===== config.mk =====
export PLATFORM = sky130hd
export DESIGN_NAME = muldiv_unit
export DESIGN_NICKNAME = d
export VERILOG_FILES = /design/src/rtl/muldiv_pkg.sv /design/src/rtl/muldiv_step.sv /design/src/rtl/muldiv_unit.sv
export SDC_FILE = /design/constraint.sdc
export NUM_CORES = 1
export LEC_CHECK = 0
export BUFFER_PORTS_ARGS = -buffer_cell sky130_fd_sc_hd__buf_2
export CORE_ASPECT_RATIO = 0.7
export CORE_UTILIZATION = 27
export DETAILED_ROUTE_END_ITERATION = 8
export GPL_TIMING_DRIVEN = 0
export PLACE_DENSITY = 0.45
export SLEW_MARGIN = 10
export SYNTH_ARGS = -nofsm -noshare
export SYNTH_HDL_FRONTEND = slang
export SYNTH_SLANG_ARGS = --single-unit

===== constraint.sdc =====
create_clock -name clk -period 6.6 [get_ports clk]
set_input_delay 0.99 -clock clk [delete_from_list [all_inputs] [get_ports clk]]
set_output_delay 0.99 -clock clk [all_outputs]
set_load 0.1 [all_outputs]

===== src/rtl/muldiv_pkg.sv =====
// Shared definitions for the iterative multiply/divide unit.
// Op encodings, FSM states and step-counter sizing.
package muldiv_pkg;

    typedef enum logic [1:0] {
        OP_MULTU = 2'b00,
        OP_MULT  = 2'b01,
        OP_DIVU  = 2'b10,
        OP_DIV   = 2'b11
    } op_e;

    typedef enum logic [1:0] {
        StIdle,
        StRun,
        StFix,
        StDone
    } state_e;

    localparam int unsigned WIDTH_DEFAULT = 32;
    localparam int unsigned CNT_W         = $clog2(WIDTH_DEFAULT) + 1;

    function automatic int unsigned cnt_width(input int unsigned width);
        return $clog2(width) + 1;
    endfunction

endpackage


===== src/rtl/muldiv_step.sv =====
// One iteration of shift-add multiply or restoring divide on a 2*WIDTH accumulator.
// Divide datapath present only when MULDIV_DIV_EN is defined.
module muldiv_step #(
    parameter int unsigned WIDTH = 32
) (
    input  logic               is_div_i,
    input  logic [2*WIDTH-1:0] acc_i,
    input  logic [WIDTH-1:0]   opnd_i,
    output logic [2*WIDTH-1:0] acc_o
);

    logic [WIDTH:0]       sum;
    logic [2*WIDTH-1:0]   mul_next;

    // Multiply: acc = {partial product, remaining multiplier bits}.
    always_comb begin
        sum      = {1'b0, acc_i[2*WIDTH-1:WIDTH]} + (acc_i[0] ? {1'b0, opnd_i} : '0);
        mul_next = {sum, acc_i[WIDTH-1:1]};
    end

`ifdef MULDIV_DIV_EN
    logic [WIDTH:0]     shifted;
    logic [WIDTH-1:0]   diff;
    logic               ge;
    logic [2*WIDTH-1:0] div_next;

    // Divide: acc = {remainder, dividend bits shifting into quotient}.
    // A compare rather than the borrow bit keeps a zero divisor accumulating |a| in the remainder.
    always_comb begin
        shifted  = {acc_i[2*WIDTH-1:WIDTH], acc_i[WIDTH-1]};
        ge       = shifted >= {1'b0, opnd_i};
        diff     = shifted[WIDTH-1:0] - opnd_i;
        div_next = {(ge ? diff : shifted[WIDTH-1:0]), acc_i[WIDTH-2:0], ge};
    end

    assign acc_o = is_div_i ? div_next : mul_next;
`else
    logic unused_is_div;
    assign unused_is_div = is_div_i;
    assign acc_o         = mul_next;
`endif

endmodule


===== src/rtl/muldiv_unit.sv =====
// Iterative MIPS multiply/divide unit with HI/LO registers and a one-cycle done pulse.
// Define MULDIV_DIV_EN to include the divider; otherwise divide ops complete as no-ops.
module muldiv_unit
    import muldiv_pkg::*;
#(
    parameter int unsigned WIDTH = 32
) (
    input  logic             clk,
    input  logic             reset,
    input  logic             start,
    input  logic [1:0]       op,
    input  logic [WIDTH-1:0] a,
    input  logic [WIDTH-1:0] b,
    output logic             busy,
    output logic             done,
    output logic [WIDTH-1:0] hi,
    output logic [WIDTH-1:0] lo
);

    localparam int unsigned CntW = cnt_width(WIDTH);

    state_e             state_q, state_d;
    logic [CntW-1:0]    cnt_q, cnt_d;
    logic [2*WIDTH-1:0] acc_q, acc_d, step_acc;
    logic [WIDTH-1:0]   opnd_q, opnd_d;
    logic [WIDTH-1:0]   hi_q, hi_d, lo_q, lo_d;
    logic               res_neg_q, res_neg_d;
    logic               step_is_div;

    op_e                op_sel;
    logic               is_signed, is_div_op, a_neg, b_neg;
    logic [WIDTH-1:0]   a_mag, b_mag;

`ifdef MULDIV_DIV_EN
    logic               is_div_q, is_div_d;
    logic               rem_neg_q, rem_neg_d;
    logic               dz_q, dz_d;
    assign step_is_div = is_div_q;
`else
    assign step_is_div = 1'b0;
`endif

    assign op_sel    = op_e'(op);
    assign is_signed = (op_sel == OP_MULT) || (op_sel == OP_DIV);
    assign is_div_op = (op_sel == OP_DIVU) || (op_sel == OP_DIV);
    assign a_neg     = is_signed & a[WIDTH-1];
    assign b_neg     = is_signed & b[WIDTH-1];
    assign a_mag     = a_neg ? -a : a;
    assign b_mag     = b_neg ? -b : b;

    muldiv_step #(
        .WIDTH (WIDTH)
    ) u_step (
        .is_div_i (step_is_div),
        .acc_i    (acc_q),
        .opnd_i   (opnd_q),
        .acc_o    (step_acc)
    );

    always_comb begin
        state_d   = state_q;
        cnt_d     = cnt_q;
        acc_d     = acc_q;
        opnd_d    = opnd_q;
        hi_d      = hi_q;
        lo_d      = lo_q;
        res_neg_d = res_neg_q;
`ifdef MULDIV_DIV_EN
        is_div_d  = is_div_q;
        rem_neg_d = rem_neg_q;
        dz_d      = dz_q;
`endif

        unique case (state_q)
            StIdle, StDone: begin
                state_d = StIdle;
                if (start) begin
                    cnt_d     = '0;
                    res_neg_d = a_neg ^ b_neg;
                    if (is_div_op) begin
`ifdef MULDIV_DIV_EN
                        state_d   = StRun;
                        acc_d     = {{WIDTH{1'b0}}, a_mag};
                        opnd_d    = b_mag;
                        is_div_d  = 1'b1;
                        rem_neg_d = a_neg;
                        dz_d      = (b == '0);
`else
                        state_d = StDone;
`endif
                    end else begin
                        state_d = StRun;
                        acc_d   = {{WIDTH{1'b0}}, b_mag};
                        opnd_d  = a_mag;
`ifdef MULDIV_DIV_EN
                        is_div_d = 1'b0;
`endif
                    end
                end
            end
            StRun: begin
                acc_d = step_acc;
                cnt_d = cnt_q + 1'b1;
                if (cnt_q == CntW'(WIDTH - 1)) begin
                    state_d = StFix;
                end
            end
            StFix: begin
                state_d = StDone;
`ifdef MULDIV_DIV_EN
                if (is_div_q) begin
                    lo_d = dz_q ? '1 : (res_neg_q ? -acc_q[WIDTH-1:0] : acc_q[WIDTH-1:0]);
                    // A zero divisor leaves |a| here; restoring the dividend sign yields a.
                    hi_d = rem_neg_q ? -acc_q[2*WIDTH-1:WIDTH] : acc_q[2*WIDTH-1:WIDTH];
                end else
`endif
                begin
                    {hi_d, lo_d} = res_neg_q ? -acc_q : acc_q;
                end
            end
            default: state_d = StIdle;
        endcase
    end

    always_ff @(posedge clk) begin
        if (reset) begin
            state_q   <= StIdle;
            cnt_q     <= '0;
            acc_q     <= '0;
            opnd_q    <= '0;
            hi_q      <= '0;
            lo_q      <= '0;
            res_neg_q <= 1'b0;
`ifdef MULDIV_DIV_EN
            is_div_q  <= 1'b0;
            rem_neg_q <= 1'b0;
            dz_q      <= 1'b0;
`endif
        end else begin
            state_q   <= state_d;
            cnt_q     <= cnt_d;
            acc_q     <= acc_d;
            opnd_q    <= opnd_d;
            hi_q      <= hi_d;
            lo_q      <= lo_d;
            res_neg_q <= res_neg_d;
`ifdef MULDIV_DIV_EN
            is_div_q  <= is_div_d;
            rem_neg_q <= rem_neg_d;
            dz_q      <= dz_d;
`endif
        end
    end

    assign busy = (state_q == StRun) || (state_q == StFix);
    assign done = (state_q == StDone);
    assign hi   = hi_q;
    assign lo   = lo_q;

endmodule


==> results of run 1 <==
-- kinds of logic after synthesis --
group / after synthesis / share of synthesized area [%]
and+or+nand+nor: 517 / 23.0
AOI/OAI and AO/OA: 395 / 23.1
xor gates and xnor gates: 146 / 12.0
adders and majority gates: 40 / 4.77
muxes: 14 / 1.32
buffers and inverters: 113 / 3.99
DFF: 169 / 31.8
-- worst min-delay path: stages (launching register included) --
cell and delay [ns]:
dfxtp_1 0.31, nand2_1 0.05, o21ai_1 0.05
-- layer usage --
layer  vias to the layer above  global-route usage (%)  wire, µm
li1                       5267                       -         -
met3                        23                    6.43      3590
met5                         -                       0         0
met4                         0                    4.21       371
met2                       335                    24.0     13900
met1                      4972                    32.9     22600
-- power breakdown --
part | switching (mW) | internal, mW
Sequential | 0.184 | 1.20
Clock | 0.485 | 0.602
Combinational | 1.66 | 0.492
-- worst max-delay path by stage --
| stage | start | endpoint |
|---|---|---|
| final | acc_q[0] | acc_q[57] |
| after global placement | acc_q[0] | acc_q[57] |
| after detailed placement | acc_q[0] | acc_q[57] |
| after CTS | acc_q[0] | acc_q[57] |
| after global routing | acc_q[0] | acc_q[57] |
| after floorplan | a[12] | opnd_q[30] |
-- sequential cells by signal, summed over array words and instances, names as in the netlist --
name       cells
acc_q         64
hi            32
lo            32
opnd_q        32
cnt_q          6
state_q        2
res_neg_q      1
-- placed cells by master (no fill, tap or decap), types with 5 or more instances in the layout --
cell,netlist,final
or4_1,10,10
and3_1,14,14
nor3_1,24,24
and2_1,37,37
mux2i_1,14,14
or3_1,14,14
xor2_1,87,87
inv_6,0,5
o31ai_1,30,30
xnor2_1,59,59
o22ai_1,5,5
nand2_1,190,190
nand3b_1,6,6
buf_2,0,134
clkbuf_16,0,17
inv_1,28,28
nand3_1,24,24
nor2_1,140,140
a22oi_1,10,10
nand4_1,14,14
a311oi_1,7,7
clkbuf_1,79,79
nor4_1,11,11
o21ai_0,111,111
ha_1,39,39
a21oi_1,103,103
a31oi_1,15,15
buf_1,5,5
nand2b_1,11,11
o41ai_1,12,12
dfxtp_1,169,169
o21ai_1,12,12
a211oi_1,45,45
a21o_1,9,9
-- through the flow --
step,area (µm²),setup slack [ns],hold WS (ns)
floorplan,10600,3.40,0.427
global placement,12000,2.54,0.434
detailed placement,12000,2.58,0.440
CTS,12600,2.56,0.452
global route,12600,2.19,0.472
finish,12600,2.55,0.448
-- layout make-up --
cell class | count | area (µm²) | share of cell area, %
multi-input combinational | 1112 | 6830 | 54.3
tap | 527 | 659 | 5.24
clock buffer | 17 | 425 | 3.38
sequential | 169 | 3380 | 26.9
antenna | 1 | 2.50 | 0.0199
inverter | 29 | 109 | 0.865
timing repair buffer | 134 | 671 | 5.33
clock inverter | 15 | 185 | 1.47
buffer | 84 | 315 | 2.51
==> impl_metrics.json, run 1 <==
{
  "clkSinkCount": 169,
  "cp.depth": 14,
  "clock_latency_ns": 0.46,
  "hold_end": "hi[30]",
  "ys_seq_area_share_pct": 31.8,
  "antenna_found_initial": 1,
  "cts_htree_levels": 4,
  "synth_edf_count": 0,
  "required_ns": 6.96,
  "power_leakage_nw": 4.76,
  "track_usage_pct": 20.1,
  "yosysWarnings": 0,
  "antenna_left": 0,
  "async_flop_share_pct": 0,
  "grt_start_max_net_pins": 17,
  "cts_tree": "built",
  "critPathKind": "register to register",
  "synth_common_cells": "nand2_1, dfxtp_1, nor2_1",
  "status": "finished, final reports clean",
  "nNetsFinal": 1656,
  "fin_crit_sh_pct": 61.4,
  "relSlewSlack_pct": 42.5,
  "syn_to_final_growth_pct": 18.3,
  "drt-initial-drc-count": 810,
  "grt_pass1_vias": 9789,
  "fin_worst_skew_ns": 0.0149,
  "post-cts-setup-buffers": 0,
  "synth_most_common_cell": "nand2_1",
  "drc": 0,
  "vias": 10600,
  "period_needed_ns": 4.05,
  "drive_above_1_share_pct": 11.6,
  "dp.cells": 2055,
  "worstPathArrival_ns": 4.41,
  "ys_types": 68,
  "netlist_instances": 1394,
  "post-dp-hpwl_mm": 33.2,
  "hold_viol_final": 0,
  "drt-total-wl_mm": 40.5,
  "report.final.setup_viol": 0,
  "synth_top_cell_area_share_pct": 31.8,
  "rsz0062_at_grt": "false",
  "powerDensity_nw_per_um2": 367,
  "crit_buf_inv": 3,
  "synth-seq-cells": 169,
  "synth_area_per_cell_um2": 7.63,
  "yosysTopAreaCell": "dfxtp_1",
  "cts_hold_buffers": 0,
  "slowest_stage": "clkbuf_1",
  "ir_drop_uv": 235,
  "fillers": 4245,
  "fmax_mhz": 247,
  "max_stage_delay_ns": 0.48,
  "ios": 135,
  "grt_pass1_wl_mm": 60.6,
  "fp.dieArea_um2": 40200,
  "die_y_um": 168,
  "synth_fp_nets": 1503,
  "synth_area_um2": 10600,
  "drv_slew": 0,
  "holdCritPathClass": "register to register",
  "cap_violations": 0,
  "grt-ovfl-total": 0,
  "critical_path.endpoint_type": "register",
  "ff2ff_setup_slack_ns": 2.55,
  "initial_utilization_pct": 27.5,
  "wl_per_cell_um": 19.4,
  "portBuffers": 134,
  "crit_top_cell": "clkbuf_1",
  "cts-root-buf": "clkbuf_16",
  "rows": 60,
  "cts-resized-gates": 0,
  "min_from": "hi[30]",
  "worstRegToRegCells": 14,
  "clk_pin_slew_ns": 0.08,
  "power_mw": 4.62,
  "dr.pass1.iters": 5,
  "timing.critical_path.fanout_max": 10,
  "cts_buffers": 17,
  "start_kind": "register",
  "r2r_start": "acc_q[0]",
  "crit_family": "compound AO/OA/AOI/OAI gates",
  "die_w_um": 239,
  "cts_max_path_buffers": 2,
  "core_region_area_um2": 38700,
  "stdcell_count": 2088,
  "hold_depth": 2,
  "ys.flop_type": "dfxtp_1",
  "vias_per_cell": 5.08,
  "place_congestion": 0.875,
  "crit_chain": "clkbuf_1, clkbuf_1, and2_1, ha_1, inv_1, fa_1, nor2b_1, o2111ai_1, a2111oi_0, nor3_1, o211a_1, a211oi_1, o21ai_0, a32o_1",
  "synthTopCellsByArea": "dfxtp_1, xor2_1, nand2_1, o21ai_0, nor2_1",
  "worstMarginPinSlew_ns": 0.862,
  "setup_tns_ns": 0,
  "post-route-util_pct": 32.6,
  "rr_endpoint": "acc_q[57]"
}
(Power assumes the default switching activity.)
==> run 2, diff against run 1 <==
--- a/config.mk
+++ b/config.mk
@@ -5,6 +5,7 @@
 export SDC_FILE = /design/constraint.sdc
 export NUM_CORES = 1
 export LEC_CHECK = 0
+export ABC_AREA = 1
 export BUFFER_PORTS_ARGS = -buffer_cell sky130_fd_sc_hd__buf_2
 export CORE_ASPECT_RATIO = 0.7
 export CORE_UTILIZATION = 27
==> constraint.sdc (replaced) <==
create_clock -name clk -period 3.9 [get_ports clk]
set_input_delay 0.585 -clock clk [delete_from_list [all_inputs] [get_ports clk]]
set_output_delay 0.585 -clock clk [all_outputs]
set_load 0.1 [all_outputs]
==> impl_metrics.json, run 2 <==
{
  "ios": 135,
  "synthAdderAreaFrac_pct": 3.81,
  "vias_per_cell": 4.86,
  "clock_latency_ns": 0.47,
  "synth_most_common_cell": "nand2_1",
  "ys_seq_area_share_pct": 25.4,
  "synth-seq-cells": 169,
  "required_ns": 4.28,
  "synth_top_family_by_area": "simple AND/OR/NAND/NOR gates",
  "cts_buffers": 17,
  "fin_crit_sh_pct": 79.7,
  "fin_worst_skew_ns": 0.0123,
  "regMostFlops": "acc_q",
  "die_w_um": 268,
  "grt_pass1_vias": 13500,
  "ys_types": 50,
  "start_kind": "register",
  "synth_compound_gate_area_share_pct": 14.0,
  "report.final.setup_viol": 0,
  "synthSimpleGateAreaFrac_pct": 40.7,
  "antenna_left": 0,
  "cts_max_path_buffers": 2,
  "synth_area_per_cell_um2": 5.75,
  "timing.critical_path.fanout_max": 10,
  "drt-initial-drc-count": 1617,
  "synth_top_cell_area_share_pct": 25.4,
  "critPathKind": "register to register",
  "cts_htree_levels": 4,
  "pre_cts_ws_ns": 0.849,
  "powerDensity_nw_per_um2": 758,
  "yosysWarnings": 0,
  "cts-resized-gates": 0,
  "finalWorstSetupSlack_ns": 0.793,
  "power_leakage_nw": 8.10,
  "grt-ovfl-total": 0,
  "post-dp-hpwl_mm": 48.5,
  "syn_to_final_growth_pct": 15.6,
  "fp.dieArea_um2": 50200,
  "rsz0062_at_grt": "false",
  "grt_pass1_wl_mm": 86.5,
  "holdCritPathClass": "primary input to register",
  "synthTopCellsByArea": "dfxtp_1, nand2_1, nor2_1, inv_1, nand3_1",
  "fmax_mhz": 322,
  "synth_area_um2": 13300,
  "yosysTopAreaCell": "dfxtp_1",
  "wl_per_cell_um": 18.7,
  "clkSinkCount": 169,
  "drc": 0,
  "initial_utilization_pct": 27.6,
  "yosys-mux-area-fraction_pct": 0,
  "nNetsFinal": 2577,
  "hold_viol_final": 0,
  "core_region_area_um2": 48300,
  "stdcell_area_um2": 15400,
  "cts_hold_buffers": 0,
  "setup_tns_ns": 0,
  "placed_area_um2": 14800,
  "drv_slew": 0,
  "rows": 67,
  "drt-total-wl_mm": 58.6,
  "crit_family": "simple AND/OR/NAND/NOR gates",
  "antenna_cells": 0,
  "place_congestion": 0.967,
  "vias": 15200,
  "track_usage_pct": 23.3,
  "cap_violations": 0,
  "die_y_um": 188,
  "drive_above_1_share_pct": 10.6,
  "clk_pin_slew_ns": 0.07,
  "post-cts-setup-buffers": 0,
  "grt_start_max_net_pins": 17,
  "final_common_cell": "nand2_1",
  "fillers": 5605,
  "cts-root-buf": "clkbuf_16",
  "synth_fp_nets": 2425,
  "crit_buf_inv": 5,
  "synth_edf_count": 0,
  "worstPathArrival_ns": 3.49,
  "crit_top_cell": "nand2_1",
  "relSlewSlack_pct": 31.8,
  "ys.flop_type": "dfxtp_1",
  "antenna_found_initial": 0,
  "crit_chain": "buf_6, clkbuf_1, nand2_1, inv_1, ha_1, inv_1, fa_1, inv_1, nand3_1, nand3_1, nand2_1, nand2_1, nand2_1, nand2_1, nand3_1, nand2_1, nand2_1, a21oi_1",
  "critical_path.endpoint_type": "register",
  "slowest_stage": "clkbuf_1",
  "largest_register_ffs": 64,
  "portBuffers": 133,
  "worstMarginPinSlew_ns": 1.02,
  "period_needed_ns": 3.11,
  "max_stage_delay_ns": 0.43,
  "netlist_instances": 2316,
  "ir_drop_uv": 649,
  "synthXorXnorAreaFrac_pct": 3.62,
  "status": "finished, final reports clean",
  "final_cell_mix": "nand2_1, nor2_1, inv_1, nand3_1, dfxtp_1",
  "cts_tree": "built",
  "dr.pass1.iters": 6,
  "async_flop_share_pct": 0,
  "synth_common_cells": "nand2_1, nor2_1, inv_1"
}
run 2: where the power goes:
part / leakage [nW] / switching, mW / internal, mW / total, mW
sequential: 1.38 / 0.538 / 2.25 / 2.79
combinational: 6.44 / 5.63 / 1.48 / 7.10
clock: 0.281 / 0.825 / 0.957 / 1.78
run 2: cell type report:
cell class / instances / area [µm²] / share of cell area, %
Multi-Input combinational cell: 1723 / 8280 / 53.8
Sequential cell: 169 / 3380 / 22.0
Inverter: 348 / 1310 / 8.51
Tap cell: 655 / 820 / 5.32
Timing Repair Buffer: 133 / 666 / 4.32
Clock buffer: 21 / 480 / 3.12
Buffer: 76 / 350 / 2.27
Clock inverter: 11 / 111 / 0.723
run 2: path summary, 6_finish.rpt:
check	from	end	slack (ns)	cells past startpoint
worst max-delay path	acc_q[0]	acc_q[63]	0.79	18
worst min-delay path	a[1]	opnd_q[1]	0.41	3
worst max register to register	acc_q[0]	acc_q[63]	0.79	18
worst min register to register	acc_q[1]	acc_q[0]	0.47	2
run 2: through the flow:
step / cells / util, % / hold WS (ns) / total power, mW
2_1_floorplan: 2316 / - / 0.445 / 7.76
3_3_place_gp: 3104 / 30.7 / 0.460 / 9.75
3_5_place_dp: 3104 / 30.7 / 0.464 / 9.75
4_1_cts: 3136 / 31.9 / 0.400 / 11.6
5_1_grt: 3136 / 31.9 / 0.404 / 12.3
6_report: 3136 / 31.9 / 0.410 / 11.7
run 2: layer usage:
layer / global-route usage, % / wire length [µm] / up-vias
met3: 6.16 / 5520 / 31
met5: 0 / 0 / -
li1: - / - / 7597
met4: 3.38 / 454 / 0
met2: 27.9 / 20400 / 541
met1: 39.2 / 32300 / 7058
run 2: worst register-to-register path, cell delays in order, from the launching register on:
cell      delay, ns
dfxtp_1        0.33
buf_6          0.17
clkbuf_1       0.44
nand2_1        0.15
inv_1          0.09
ha_1           0.16
inv_1          0.05
fa_1           0.40
inv_1          0.14
nand3_1        0.08
nand3_1        0.20
nand2_1        0.08
nand2_1        0.17
nand2_1        0.07
nand2_1        0.13
nand3_1        0.09
nand2_1        0.09
nand2_1        0.05
a21oi_1        0.13
run 2: cells by family (layout without fill, tap and decap cells):
family | count (synthesis) | in the layout
adder cells (fa/ha/maj) | 40 | 40
flip-flops | 169 | 169
AO/OA/AOI/OAI | 348 | 348
buffers and inverters | 424 | 589
AND/OR/NAND/NOR | 1280 | 1280
XOR/XNOR | 55 | 55
==> run 3, diff against run 2 <==
--- a/config.mk
+++ b/config.mk
@@ -5,7 +5,7 @@
 export SDC_FILE = /design/constraint.sdc
 export NUM_CORES = 1
 export LEC_CHECK = 0
-export ABC_AREA = 1
+export ABC_AREA = 0
 export BUFFER_PORTS_ARGS = -buffer_cell sky130_fd_sc_hd__buf_2
 export CORE_ASPECT_RATIO = 0.7
 export CORE_UTILIZATION = 27
==> constraint.sdc (replaced) <==
create_clock -name clk -period 3 [get_ports clk]
set_input_delay 0.45 -clock clk [delete_from_list [all_inputs] [get_ports clk]]
set_output_delay 0.45 -clock clk [all_outputs]
set_load 0.1 [all_outputs]
==> impl_metrics.json, run 3 (synthesis results as in run 1) <==
{
  "status": "finished, final reports clean",
  "antenna_left": 0,
  "antenna_cells": 0,
  "rsz0062_at_grt": "true",
  "grt_pass1_vias": 9819,
  "worstMarginPinSlew_ns": 0.872,
  "grt_pass1_wl_mm": 61.9,
  "worstPathArrival_ns": 3.30,
  "fillers": 4166,
  "regMostFlops": "acc_q",
  "cts_htree_levels": 4,
  "clock_latency_ns": 0.46,
  "cts-root-buf": "clkbuf_16",
  "timing.critical_path.fanout_max": 7,
  "ios": 135,
  "powerDensity_nw_per_um2": 792,
  "clk_pin_slew_ns": 0.08,
  "drt-initial-drc-count": 1049,
  "post-dp-hpwl_mm": 33.2,
  "cts_tree": "built",
  "place_congestion": 0.873,
  "portBuffers": 134,
  "die_w_um": 239,
  "final_common_cell": "nand2_1",
  "vias_per_cell": 5.11,
  "cts_buffers": 17,
  "rows": 60,
  "holdCritPathClass": "primary input to register",
  "die_y_um": 168,
  "ir_drop_uv": 452,
  "hold_viol_final": 0,
  "post-route-util_pct": 33.9,
  "grt_start_max_net_pins": 17,
  "stdcell_count": 2082,
  "largest_register_ffs": 64,
  "required_ns": 3.35,
  "syn_to_final_growth_pct": 23.0,
  "drive_above_1_share_pct": 16.3,
  "power_leakage_nw": 4.80,
  "critPathKind": "register to register",
  "vias": 10600,
  "critical_path.endpoint_type": "register",
  "cap_violations": 0,
  "nNetsFinal": 1651,
  "relSlewSlack_pct": 41.8,
  "track_usage_pct": 20.4,
  "setup_tns_ns": 0,
  "pre_cts_ws_ns": -0.748,
  "fin_worst_skew_ns": 0.0132,
  "drv_slew": 0,
  "cts_max_path_buffers": 2,
  "report.final.setup_viol": 0,
  "grt-ovfl-total": 0,
  "period_needed_ns": 2.95,
  "core_region_area_um2": 38700,
  "wl_per_cell_um": 19.7,
  "fp.dieArea_um2": 40200,
  "fin_crit_sh_pct": 98.4,
  "clkSinkCount": 169,
  "drc": 0,
  "dp.cells": 2055,
  "fmax_mhz": 339,
  "drt-total-wl_mm": 41.0,
  "final_cell_mix": "nand2_1, dfxtp_1, nor2_1, buf_2, o21ai_0",
  "start_kind": "register",
  "antenna_found_initial": 0,
  "dr.pass1.iters": 5,
  "finalWorstSetupSlack_ns": 0.0472,
  "initial_utilization_pct": 27.5
}
## run 3: changes by cell type in the layout (fill, tap and decap cells not counted), moves of 28 or more
cell / delta
nand2_1: -470
inv_1: -309
nor2_1: -201
nand3_1: -163
a21oi_1: -69
xnor2_1: +52
a211oi_1: +43
xor2_1: +39
o31ai_1: +28
## run 3: worst paths after layout
path | endpoint | slack (ns) | startpoint | cells past startpoint
worst max-delay path | acc_q[57] | 0.05 | acc_q[0] | 14
worst min-delay path | state_q[1] | 0.29 | op[1] | 3
worst max register to register | acc_q[57] | 0.05 | acc_q[0] | 14
worst min register to register | opnd_q[30] | 0.45 | opnd_q[30] | 2
## run 3: final cells by class
cell class	count	area [µm²]	share of cell area [%]
clock buffer	19	443	3.38
multi-input combinational	1112	7300	55.7
tap	527	659	5.04
buffer	70	289	2.21
clock inverter	13	168	1.28
inverter	29	109	0.832
timing repair buffer	143	742	5.67
sequential	169	3380	25.9
## run 3: through the flow
step                      hold slack [ns]  cell area [µm²]  power [mW]
after floorplan                     0.427            10600        6.49
after global placement              0.434            12000        7.77
after detailed placement            0.439            12000        7.79
after CTS                           0.266            12800        10.3
after global routing                0.288            13100        10.9
final                               0.290            13100        10.4
## run 3: report_power, final
| part | switching [mW] | internal [mW] | leakage (nW) |
|---|---|---|---|
| clock | 1.04 | 1.34 | 0.288 |
| combinational | 3.74 | 1.21 | 3.14 |
| sequential | 0.408 | 2.64 | 1.37 |
| total | 5.18 | 5.19 | 4.80 |
## run 3: repair_timing
action | 4_1_cts | 5_1_grt
endpoints found under the setup margin | 42 | 53
resized for setup | 42 | 62
setup buffers | 9 | 0
hold buffers | 0 | 0
pin swaps | 14 | 18
## run 3: per-layer routing
| layer | vias to the layer above | GRT usage [%] | routed length (µm) |
|---|---|---|---|
| li1 | 5255 | - | - |
| met1 | 4995 | 34.1 | 23100 |
| met2 | 367 | 24.9 | 14400 |
| met3 | 16 | 5.16 | 3290 |
| met4 | 0 | 3.43 | 289 |
| met5 | - | 0 | 0 |
## run 3: worst max-delay path, cell delays in order, from the launching register on
cell and delay (ns):
dfxtp_2 0.33, buf_8 0.12, buf_8 0.09, and2_4 0.14
ha_4 0.12, inv_2 0.03, fa_2 0.36, nor2b_4 0.16
o2111ai_4 0.15, a2111oi_4 0.41, nor3_4 0.10, o211a_4 0.27
a211oi_2 0.21, o21ai_1 0.09, a32o_1 0.26
